$ cat src/rtl/pipeline_ex_muldiv.sv
// Execute-stage multiply/divide unit for the RV M extension.
// Multiplies complete after a fixed latency. Divides use a restoring loop
// that produces one quotient bit per cycle. Divide-by-zero and signed
// overflow skip the loop and finish one cycle after acceptance.
module pipeline_ex_muldiv #(
  parameter int unsigned XLEN       = 32,
  parameter int unsigned MUL_CYCLES = 2
) (
  input  logic            clk,
  input  logic            rst,
  input  logic            rdy,
  input  logic            valid_i,
  input  logic [2:0]      op_i,
  input  logic [XLEN-1:0] val1_i,
  input  logic [XLEN-1:0] val2_i,
  input  logic [4:0]      rd_i,
  input  logic            flush_i,
  output logic            stall_o,
  output logic            done_o,
  output logic [4:0]      rd_o,
  output logic            we_o,
  output logic [XLEN-1:0] wdata_o
);

  localparam int unsigned     CntW   = $clog2(XLEN) + 1;
  localparam logic [XLEN-1:0] MinNeg = {1'b1, {(XLEN-1){1'b0}}};

  typedef enum logic [1:0] {StIdle, StMul, StDiv, StDone} state_e;

  state_e            state_q, state_d;
  logic [CntW-1:0]   cnt_q, cnt_d;
  logic [2:0]        op_q, op_d;
  logic [4:0]        rd_q, rd_d;
  logic [XLEN-1:0]   a_q, a_d;
  logic [XLEN-1:0]   b_q, b_d;
  logic [XLEN-1:0]   rem_q, rem_d;
  logic [XLEN-1:0]   quo_q, quo_d;
  logic [XLEN-1:0]   dvs_q, dvs_d;
  logic              qneg_q, qneg_d;
  logic              rneg_q, rneg_d;
  logic [4:0]        rd_out_q, rd_out_d;
  logic [XLEN-1:0]   wdata_q, wdata_d;

  // ---------------------------------------------------------------------------
  // Multiplier. Operands come straight from the inputs in the accept cycle so
  // that a single-cycle multiply can finish without a register stage.
  // ---------------------------------------------------------------------------
  logic [XLEN-1:0]   mul_a, mul_b;
  logic [2:0]        mul_op;
  logic              mul_sa, mul_sb;
  logic [2*XLEN-1:0] mul_a_ext, mul_b_ext, mul_prod;
  logic [XLEN-1:0]   mul_res;

  assign mul_a  = (state_q == StIdle) ? val1_i : a_q;
  assign mul_b  = (state_q == StIdle) ? val2_i : b_q;
  assign mul_op = (state_q == StIdle) ? op_i   : op_q;

  // MULH: both signed. MULHSU: only rs1 signed. MULHU and MUL: unsigned is fine.
  assign mul_sa = (mul_op == 3'd1) || (mul_op == 3'd2);
  assign mul_sb = (mul_op == 3'd1);

  // Both operands are sign/zero extended to 2*XLEN. The low 2*XLEN bits of the
  // product are then exact for every signedness mix.
  assign mul_a_ext = {{XLEN{mul_sa & mul_a[XLEN-1]}}, mul_a};
  assign mul_b_ext = {{XLEN{mul_sb & mul_b[XLEN-1]}}, mul_b};
  assign mul_prod  = mul_a_ext * mul_b_ext;
  assign mul_res   = (mul_op[1:0] == 2'd0) ? mul_prod[XLEN-1:0] : mul_prod[2*XLEN-1:XLEN];

  // ---------------------------------------------------------------------------
  // Divider set-up (decoded from the inputs at acceptance).
  // ---------------------------------------------------------------------------
  logic            in_signed, in_neg1, in_neg2;
  logic [XLEN-1:0] in_abs1, in_abs2;
  logic            div_zero, div_ovf;
  logic [XLEN-1:0] bypass_res;

  assign in_signed = ~op_i[0];
  assign in_neg1   = in_signed & val1_i[XLEN-1];
  assign in_neg2   = in_signed & val2_i[XLEN-1];
  assign in_abs1   = in_neg1 ? -val1_i : val1_i;
  assign in_abs2   = in_neg2 ? -val2_i : val2_i;
  assign div_zero  = (val2_i == '0);
  assign div_ovf   = in_signed & (val1_i == MinNeg) & (&val2_i);

  // Divide by zero: quotient all ones, remainder = dividend.
  // Overflow: quotient = most-negative (the dividend itself), remainder 0.
  assign bypass_res = div_zero ? (op_i[1] ? val1_i : '1)
                               : (op_i[1] ? '0 : MinNeg);

  // ---------------------------------------------------------------------------
  // Restoring divide step. {rem, quo} shifts left one bit per cycle.
  // ---------------------------------------------------------------------------
  logic [XLEN:0]   div_sh;
  logic            div_ge;
  logic [XLEN-1:0] rem_nxt, quo_nxt, div_res;

  assign div_sh  = {rem_q, quo_q[XLEN-1]};
  assign div_ge  = (div_sh >= {1'b0, dvs_q});
  // When div_ge holds, the difference is below dvs_q, so XLEN bits are enough.
  assign rem_nxt = div_ge ? (div_sh[XLEN-1:0] - dvs_q) : div_sh[XLEN-1:0];
  assign quo_nxt = {quo_q[XLEN-2:0], div_ge};
  assign div_res = op_q[1] ? (rneg_q ? -rem_nxt : rem_nxt)
                           : (qneg_q ? -quo_nxt : quo_nxt);

  // ---------------------------------------------------------------------------
  // Outputs. A flush in the DONE cycle hides the result.
  // ---------------------------------------------------------------------------
  assign done_o  = (state_q == StDone) & ~flush_i;
  assign we_o    = done_o & (rd_out_q != 5'd0);
  assign rd_o    = rd_out_q;
  assign wdata_o = wdata_q;
  assign stall_o = valid_i & ~done_o & ~flush_i;

  // Next-state and datapath update. Flush wins over rdy. rdy low freezes everything.
  always_comb begin
    state_d  = state_q;
    cnt_d    = cnt_q;
    op_d     = op_q;
    rd_d     = rd_q;
    a_d      = a_q;
    b_d      = b_q;
    rem_d    = rem_q;
    quo_d    = quo_q;
    dvs_d    = dvs_q;
    qneg_d   = qneg_q;
    rneg_d   = rneg_q;
    rd_out_d = rd_out_q;
    wdata_d  = wdata_q;

    if (flush_i) begin
      state_d = StIdle;
      cnt_d   = '0;
    end else if (rdy) begin
      case (state_q)
        StIdle: begin
          if (valid_i) begin
            op_d   = op_i;
            rd_d   = rd_i;
            a_d    = val1_i;
            b_d    = val2_i;
            cnt_d  = '0;
            if (!op_i[2]) begin
              if (MUL_CYCLES == 1) begin
                state_d  = StDone;
                rd_out_d = rd_i;
                wdata_d  = mul_res;
              end else begin
                state_d = StMul;
                cnt_d   = CntW'(1);
              end
            end else if (div_zero || div_ovf) begin
              state_d  = StDone;
              rd_out_d = rd_i;
              wdata_d  = bypass_res;
            end else begin
              state_d = StDiv;
              rem_d   = '0;
              quo_d   = in_abs1;
              dvs_d   = in_abs2;
              qneg_d  = in_neg1 ^ in_neg2;
              rneg_d  = in_neg1;
            end
          end
        end
        StMul: begin
          cnt_d = cnt_q + CntW'(1);
          if (cnt_q == CntW'(MUL_CYCLES - 1)) begin
            state_d  = StDone;
            rd_out_d = rd_q;
            wdata_d  = mul_res;
          end
        end
        StDiv: begin
          cnt_d = cnt_q + CntW'(1);
          rem_d = rem_nxt;
          quo_d = quo_nxt;
          if (cnt_q == CntW'(XLEN - 1)) begin
            state_d  = StDone;
            rd_out_d = rd_q;
            wdata_d  = div_res;
          end
        end
        StDone: begin
          state_d = StIdle;
          cnt_d   = '0;
        end
        default: state_d = StIdle;
      endcase
    end
  end

  // State and datapath registers with asynchronous active-low reset.
  always_ff @(posedge clk or negedge rst) begin
    if (!rst) begin
      state_q  <= StIdle;
      cnt_q    <= '0;
      op_q     <= '0;
      rd_q     <= '0;
      a_q      <= '0;
      b_q      <= '0;
      rem_q    <= '0;
      quo_q    <= '0;
      dvs_q    <= '0;
      qneg_q   <= 1'b0;
      rneg_q   <= 1'b0;
      rd_out_q <= '0;
      wdata_q  <= '0;
    end else begin
      state_q  <= state_d;
      cnt_q    <= cnt_d;
      op_q     <= op_d;
      rd_q     <= rd_d;
      a_q      <= a_d;
      b_q      <= b_d;
      rem_q    <= rem_d;
      quo_q    <= quo_d;
      dvs_q    <= dvs_d;
      qneg_q   <= qneg_d;
      rneg_q   <= rneg_d;
      rd_out_q <= rd_out_d;
      wdata_q  <= wdata_d;
    end
  end

endmodule

$ cat config.mk
export PLATFORM = sky130hd
export DESIGN_NAME = pipeline_ex_muldiv
export DESIGN_NICKNAME = d
export VERILOG_FILES = /design/src/rtl/pipeline_ex_muldiv.sv
export SDC_FILE = /design/constraint.sdc
export NUM_CORES = 2
export LEC_CHECK = 0
export ABC_AREA = 0
export ABC_CLOCK_PERIOD_IN_PS = 12700
export CAP_MARGIN = 10
export CORE_MARGIN = 4
export CORE_UTILIZATION = 65
export CTS_CLUSTER_SIZE = 12
export DETAILED_ROUTE_END_ITERATION = 10
export MAX_ROUTING_LAYER = met4
export PLACE_DENSITY = 0.83
export SLEW_MARGIN = 20
export SYNTH_ARGS = -nofsm -noshare
export SYNTH_HDL_FRONTEND = slang
export SYNTH_SLANG_ARGS = --single-unit
$ cat constraint.sdc
create_clock -name clk -period 12.7 [get_ports clk]
set_input_delay 1.27 -clock clk [delete_from_list [all_inputs] [get_ports clk]]
set_output_delay 1.27 -clock clk [all_outputs]
set_load 0.01 [all_outputs]
Yosys cells after proc, flatten, opt, wreduce, memory -nomap -nowiden
Cells that the tools add are included.
{"block": "op_classes", "n_addsub": 6, "n_mul": 1, "n_div": 0, "magnitude_cmp": 1, "n_eq_ne": 17, "shift": 0, "muxes": 46, "bitwise": 15, "n_reduce_logical": 17}
{"operator": "2-to-1 mux 32 bit", "count": 23}
{"operator": "negator 32 bit", "count": 4}
{"operator": "one-hot mux 32 bit (2 select lines)", "count": 2}
{"operator": "one-hot mux 32 bit (3 select lines)", "count": 1}
{"operator": "multiplier 33 x 33 -> 64 bit", "count": 1}
{"operator": ">= comparator 33 x 32 -> 1 bit", "count": 1}
{"operator": "equality test 32 bit, second input constant", "count": 1}
{"operator": "zero test 32 bit", "count": 1}
{"operator": "AND reduction 32 bit", "count": 1}
{"operator": "subtractor 32 bit", "count": 1}
{"operator": "2-to-1 mux 5 bit", "count": 5}
{"operator": "2-to-1 mux 6 bit", "count": 3}
{"operator": "one-hot mux 6 bit (3 select lines)", "count": 1}
{"operator": "one-hot mux 5 bit (3 select lines)", "count": 1}
{"operator": "2-to-1 mux 2 bit", "count": 6}
{"operator": "AND reduction 6 bit", "count": 2}
{"operator": "AND 1 bit", "count": 10}
{"operator": "!= test 2 bit, second input constant", "count": 5}
{"operator": "!= test 3 bit, second input constant", "count": 3}
{"operator": "one-hot mux 2 bit (4 select lines)", "count": 1}
{"operator": "AND reduction 4 bit", "count": 2}
{"operator": "AND reduction 8 bit", "count": 1}
{"operator": "adder 6 x 1 -> 6 bit, second input constant", "count": 1}
{"operator": "equality test 6 x 1 -> 1 bit, second input constant", "count": 1}
{"operator": "17 further kinds", "count": 25}
{"block": "word_totals", "reg_bits": 215, "latchBits": 0, "mem_bits_rw": 0, "romBits": 0, "input_bits": 77, "output_inout_bits": 40, "elab_cells": 116, "mem_count": 0}

Logic depth before layout (Yosys ltp)
{"block": "depth", "word_depth": 10, "depth_mapped": 38, "depth_no_buf": 35}

Worst setup path before layout
Ideal clock, no wire load.
{"block": "synth_timing", "kind": "input to register", "startpoint": "in op_i[0]", "endpoint": "reg wdata_q[28] (netlist: wdata_o[28])", "setup_time_ns": 0.129, "arrival_ns": 10.063, "required_time_ns": 12.571, "path_slack_ns": 2.508, "cell_stages": 32, "n_path_buf": 4, "cell_sequence": "clkbuf_1 mux2_2 nor2_1 o211a_1 clkbuf_1 clkbuf_1 nand2_1 fa_1 fa_1 inv_1 fa_1 inv_1 fa_1 inv_1 fa_1 fa_1 fa_1 inv_1 fa_1 inv_1 ha_1 clkbuf_1 nand3_1 nor2_1 nand3_1 or4_1 o21ai_0 a21oi_1 a21oi_1 xor2_1 a221oi_1 o21ai_0"}
{"block": "synth_between", "elab_chain_cells": 8, "elab_cells_between_ends": 17, "classes_between": "1 x mul; 3 x eq/ne; 4 x mux; 5 x bitwise; 4 x reduce/logical"}
{"element": "from (decl)", "line": "13", "source": "input logic [2:0] op_i,"}
{"element": "2-to-1 mux 3 bit", "line": "56", "source": "assign mul_op = (state_q == StIdle) ? op_i : op_q;"}
{"element": "equality test 3 x 1 -> 1 bit or equality test 3 x 2 -> 1 bit (tied branches)", "line": "59, 60"}
{"element": "logical OR 1 bit", "line": "59", "source": "assign mul_sa = (mul_op == 3'd1) || (mul_op == 3'd2);"}
{"element": "AND 1 bit", "line": "64", "source": "assign mul_a_ext = {{XLEN{mul_sa & mul_a[XLEN-1]}}, mul_a};"}
{"element": "multiplier 33 x 33 -> 64 bit", "line": "66", "source": "assign mul_prod = mul_a_ext * mul_b_ext;"}
{"element": "2-to-1 mux 32 bit", "line": "67", "source": "assign mul_res = (mul_op[1:0] == 2'd0) ? mul_prod[XLEN-1:0] : mul_prod[2*XLEN-1:XLEN];"}
{"element": "2-to-1 mux 32 bit", "line": "167", "source": "if (cnt_q == CntW'(MUL_CYCLES - 1)) begin"}
{"element": "one-hot mux 32 bit (3 select lines)", "line": "134", "source": "case (state_q)"}
{"element": "to (signal assigned)", "line": "221", "source": "wdata_q <= wdata_d;"}
{"element": "to (decl)", "line": "42", "source": "logic [XLEN-1:0] wdata_q, wdata_d;"}
Parallel ways exist; a longest one is shown, timed or not. The select of a mux whose other input is x is not followed.
A chain may end at the register's enable or synchronous reset.

Final worst setup path
{"block": "layout_timing", "startpoint": "reg state_q[0]", "endpoint": "reg wdata_q[29] (netlist: wdata_o[29])"}
{"block": "layout_between", "elab_chain_cells": 9, "elab_cells_between_ends": 23, "classes_between": "1 x mul; 9 x eq/ne; 6 x mux; 2 x bitwise; 5 x reduce/logical"}
{"element": "from (decl)", "line": "30", "source": "state_e state_q, state_d;"}
{"element": "from (signal assigned)", "line": "195", "source": "state_q <= StIdle;"}
{"element": "from (signal assigned)", "line": "209", "source": "state_q <= state_d;"}
{"element": "zero test 2 bit"}
{"element": "2-to-1 mux 3 bit", "line": "56"}
{"element": "equality test 3 x 1 -> 1 bit or equality test 3 x 2 -> 1 bit (tied branches)", "line": "59, 60"}
{"element": "logical OR 1 bit", "line": "59"}
{"element": "AND 1 bit", "line": "64"}
{"element": "multiplier 33 x 33 -> 64 bit", "line": "66"}
{"element": "2-to-1 mux 32 bit", "line": "67"}
{"element": "2-to-1 mux 32 bit", "line": "167"}
{"element": "one-hot mux 32 bit (3 select lines)", "line": "134"}
Parallel ways exist; a longest one is shown, timed or not. The select of a mux whose other input is x is not followed.

==> flow_metrics.env <==
export IMPL_outcome="complete, no violations"
export IMPL_grt_pass1_vias=47060
export IMPL_rsz0062_at_grt="false"
export IMPL_relSlewSlack=0.1609
export IMPL_grt_start_max_net_pins=136
export IMPL_grt_overflow_total=0
export IMPL_avgSynthCellArea_um2=8.691
export IMPL_multiInputGateArea_um2=42350
export IMPL_synth_edf_count=0
export IMPL_cpMostUsedCell="fa_1"
export IMPL_ctsRootBufferMaster="clkbuf_16"
export IMPL_cts_resized_gates=0
export IMPL_synth_common_cells="inv_1 (1244), fa_1 (1126), nand2_1 (1016), nor2_1 (461), o21ai_0 (276)"
export IMPL_drv_cap=0
export IMPL_final_layout_size_suffix_gt1_frac=0.05677
export IMPL_insertion_delay_ns=0.56
export IMPL_critPathArrivalTime_ns=11.76
export IMPL_cp_slowest_cell="mux2i_1"
export IMPL_crit_buf_inv=7
export IMPL_syn_nets=7605
export IMPL_yosys_area_top_type="fa_1"
export IMPL_seq_area_frac_synth=0.1007
export IMPL_hold_class="reg -> reg"
export IMPL_yosys_area_top_type_share=0.4221
export IMPL_dp_hpwl_um=142800
export IMPL_finalMaxSlewViolations=0
export IMPL_crit_family="adder cells"
export IMPL_syn_area_um2=53410
export IMPL_worstMarginPinSlew_ns=1.242
export IMPL_yosysMostFrequentCell="inv_1"
export IMPL_cts_htree_levels=1
export IMPL_synth_seq_cells=215
export IMPL_area_growth_pct=6.058
export IMPL_layout_nets=7554
export IMPL_finalClockSkew_ns=0.01760
export IMPL_synth_area_top_cells="fa_1 (42%), dfrtp_1 (10%), inv_1 (8.7%)"
export IMPL_rows=104
export IMPL_antenna_left=0
export IMPL_io_pins=117
export IMPL_start_util=0.6599
export IMPL_routed_wl_um=178200
export IMPL_async_flop_share=1.000
export IMPL_drt_first_pass_iters=6
export IMPL_hold_viol=0
export IMPL_finalCritPeriodShare=0.8938
export IMPL_wl_per_cell_um=24.82
export IMPL_register_area_um2=5380
export IMPL_antenna_found_initial=6
export IMPL_fmax_mhz=88.09
export IMPL_vias=44870
export IMPL_dieArea_um2=86820
export IMPL_worst_setup_path_start_kind="flop"
export IMPL_n_fill_cell=6303
export IMPL_cts_tree="yes"
export IMPL_grt_pass1_wl_um=275900
export IMPL_place_congestion=1.050
export IMPL_post_cts_buffers=0
export IMPL_drc=0
export IMPL_io_buffers=116
export IMPL_ys_flop_type="dfrtp_1"
export IMPL_dieWidth_um=294.6
export IMPL_core_area_um2=80940
export IMPL_grt_usage=0.4333
export IMPL_cp_end_kind="flop"
export IMPL_critPathRequiredTime_ns=13.11
export IMPL_yosys_warnings=0
export IMPL_fin_tns_setup_ns=0
export IMPL_hold_worst_slack_ns=0.4828
export IMPL_clk_pin_slew_ns=0.06
export IMPL_netlist_instances=6145
export IMPL_slowest_delay_ns=0.86
export IMPL_period_needed_ns=11.35
export IMPL_path_class="reg -> reg"
export IMPL_drt_initial_drc_count=4902
export IMPL_synth_cell_types=90
export IMPL_hold_buffers=0
export IMPL_cts_made_buffers=25
export IMPL_cts_max_path_buffers=3
export IMPL_die_h_um=294.6
export IMPL_vias_per_cell=6.248
export IMPL_cp_max_fo=60
export IMPL_final_setup_viol_count=0
export IMPL_clock_sinks=215
## sequential cells by signal, summed over array words and instances, names as in the netlist, 2 cells and up
name and flops:
quo_q 32, wdata_o 32, rem_q 32, rd_q 5, op_q 3, a_q 32, b_q 32, dvs_q 32
state_q 2, cnt_q 6, rd_o 5
## final cells by class
class,instances,share of cell area
sequential,215,0.09498
tap,1060,0.02341
multi-input combinational,4381,0.7476
inverter,1249,0.08281
antenna,10,0.0004418
clock buffer,36,0.01319
timing repair buffer,222,0.03528
clock inverter,9,0.002253
## cell usage in the layout (no fill, tap or decap), types with 89 or more instances in the layout
cell                n
a21oi_1           193
xor2_1             89
mux2_2            130
nand2_1          1016
nor2_1            460
inv_1            1244
xnor2_1           102
dfrtp_1           215
buf_4             103
o21ai_0           275
fa_1             1126
clkdlybuf4s50_1   115
ha_1              255
## metal layers
metal / vias up / part of all wire / track usage / wire length (um)
met5: - / 0 / - / 0
met3: 766 / 0.13 / 0.1093 / 22290
met1: 22350 / 0.36 / 0.5451 / 63810
met2: 2981 / 0.44 / 0.6441 / 78480
li1: 18780 / - / - / -
met4: 0 / 0.077 / 0.2485 / 13650
## worst paths after layout
path	from	to	slack (ns)	depth (start not counted)
setup / recovery	state_q[0]	wdata_o[29]	1.35	31
min in group asynchronous	rst	wdata_o[3]	0.60	1
max in group asynchronous	rst	b_q[7]	10.52	3
hold / removal	wdata_o[3]	wdata_o[3]	0.48	1
hold reg to reg	wdata_o[3]	wdata_o[3]	0.48	1
setup reg to reg	state_q[0]	wdata_o[29]	1.35	31
## cells by family (layout without fill, tap and decap cells)
group	after synthesis	in the layout	synth area share
AO/OA/AOI/OAI	779	779	0.09029
XOR/XNOR	191	191	0.03132
adder cells (fa/ha/maj)	1383	1383	0.4823
buffers and inverters	1549	1516	0.1097
flip-flops	215	215	0.1007
multiplexers	203	203	0.04109
other	0	10	0
AND/OR/NAND/NOR	1825	1825	0.1446
## through the flow
stage	util	setup slack (ns)	std cells	instance area, um2
floorplan	-	2.508	6145	53410
global placement	0.6883	1.358	7126	55710
detailed placement	0.6883	1.066	7126	55710
CTS	0.6991	1.604	7171	56590
global route	0.6997	0.9653	7179	56640
finish	0.6998	1.348	7182	56640
Power is not shown: default switching activity piles up to over one toggle a cycle in this logic, so the estimate is an artifact.
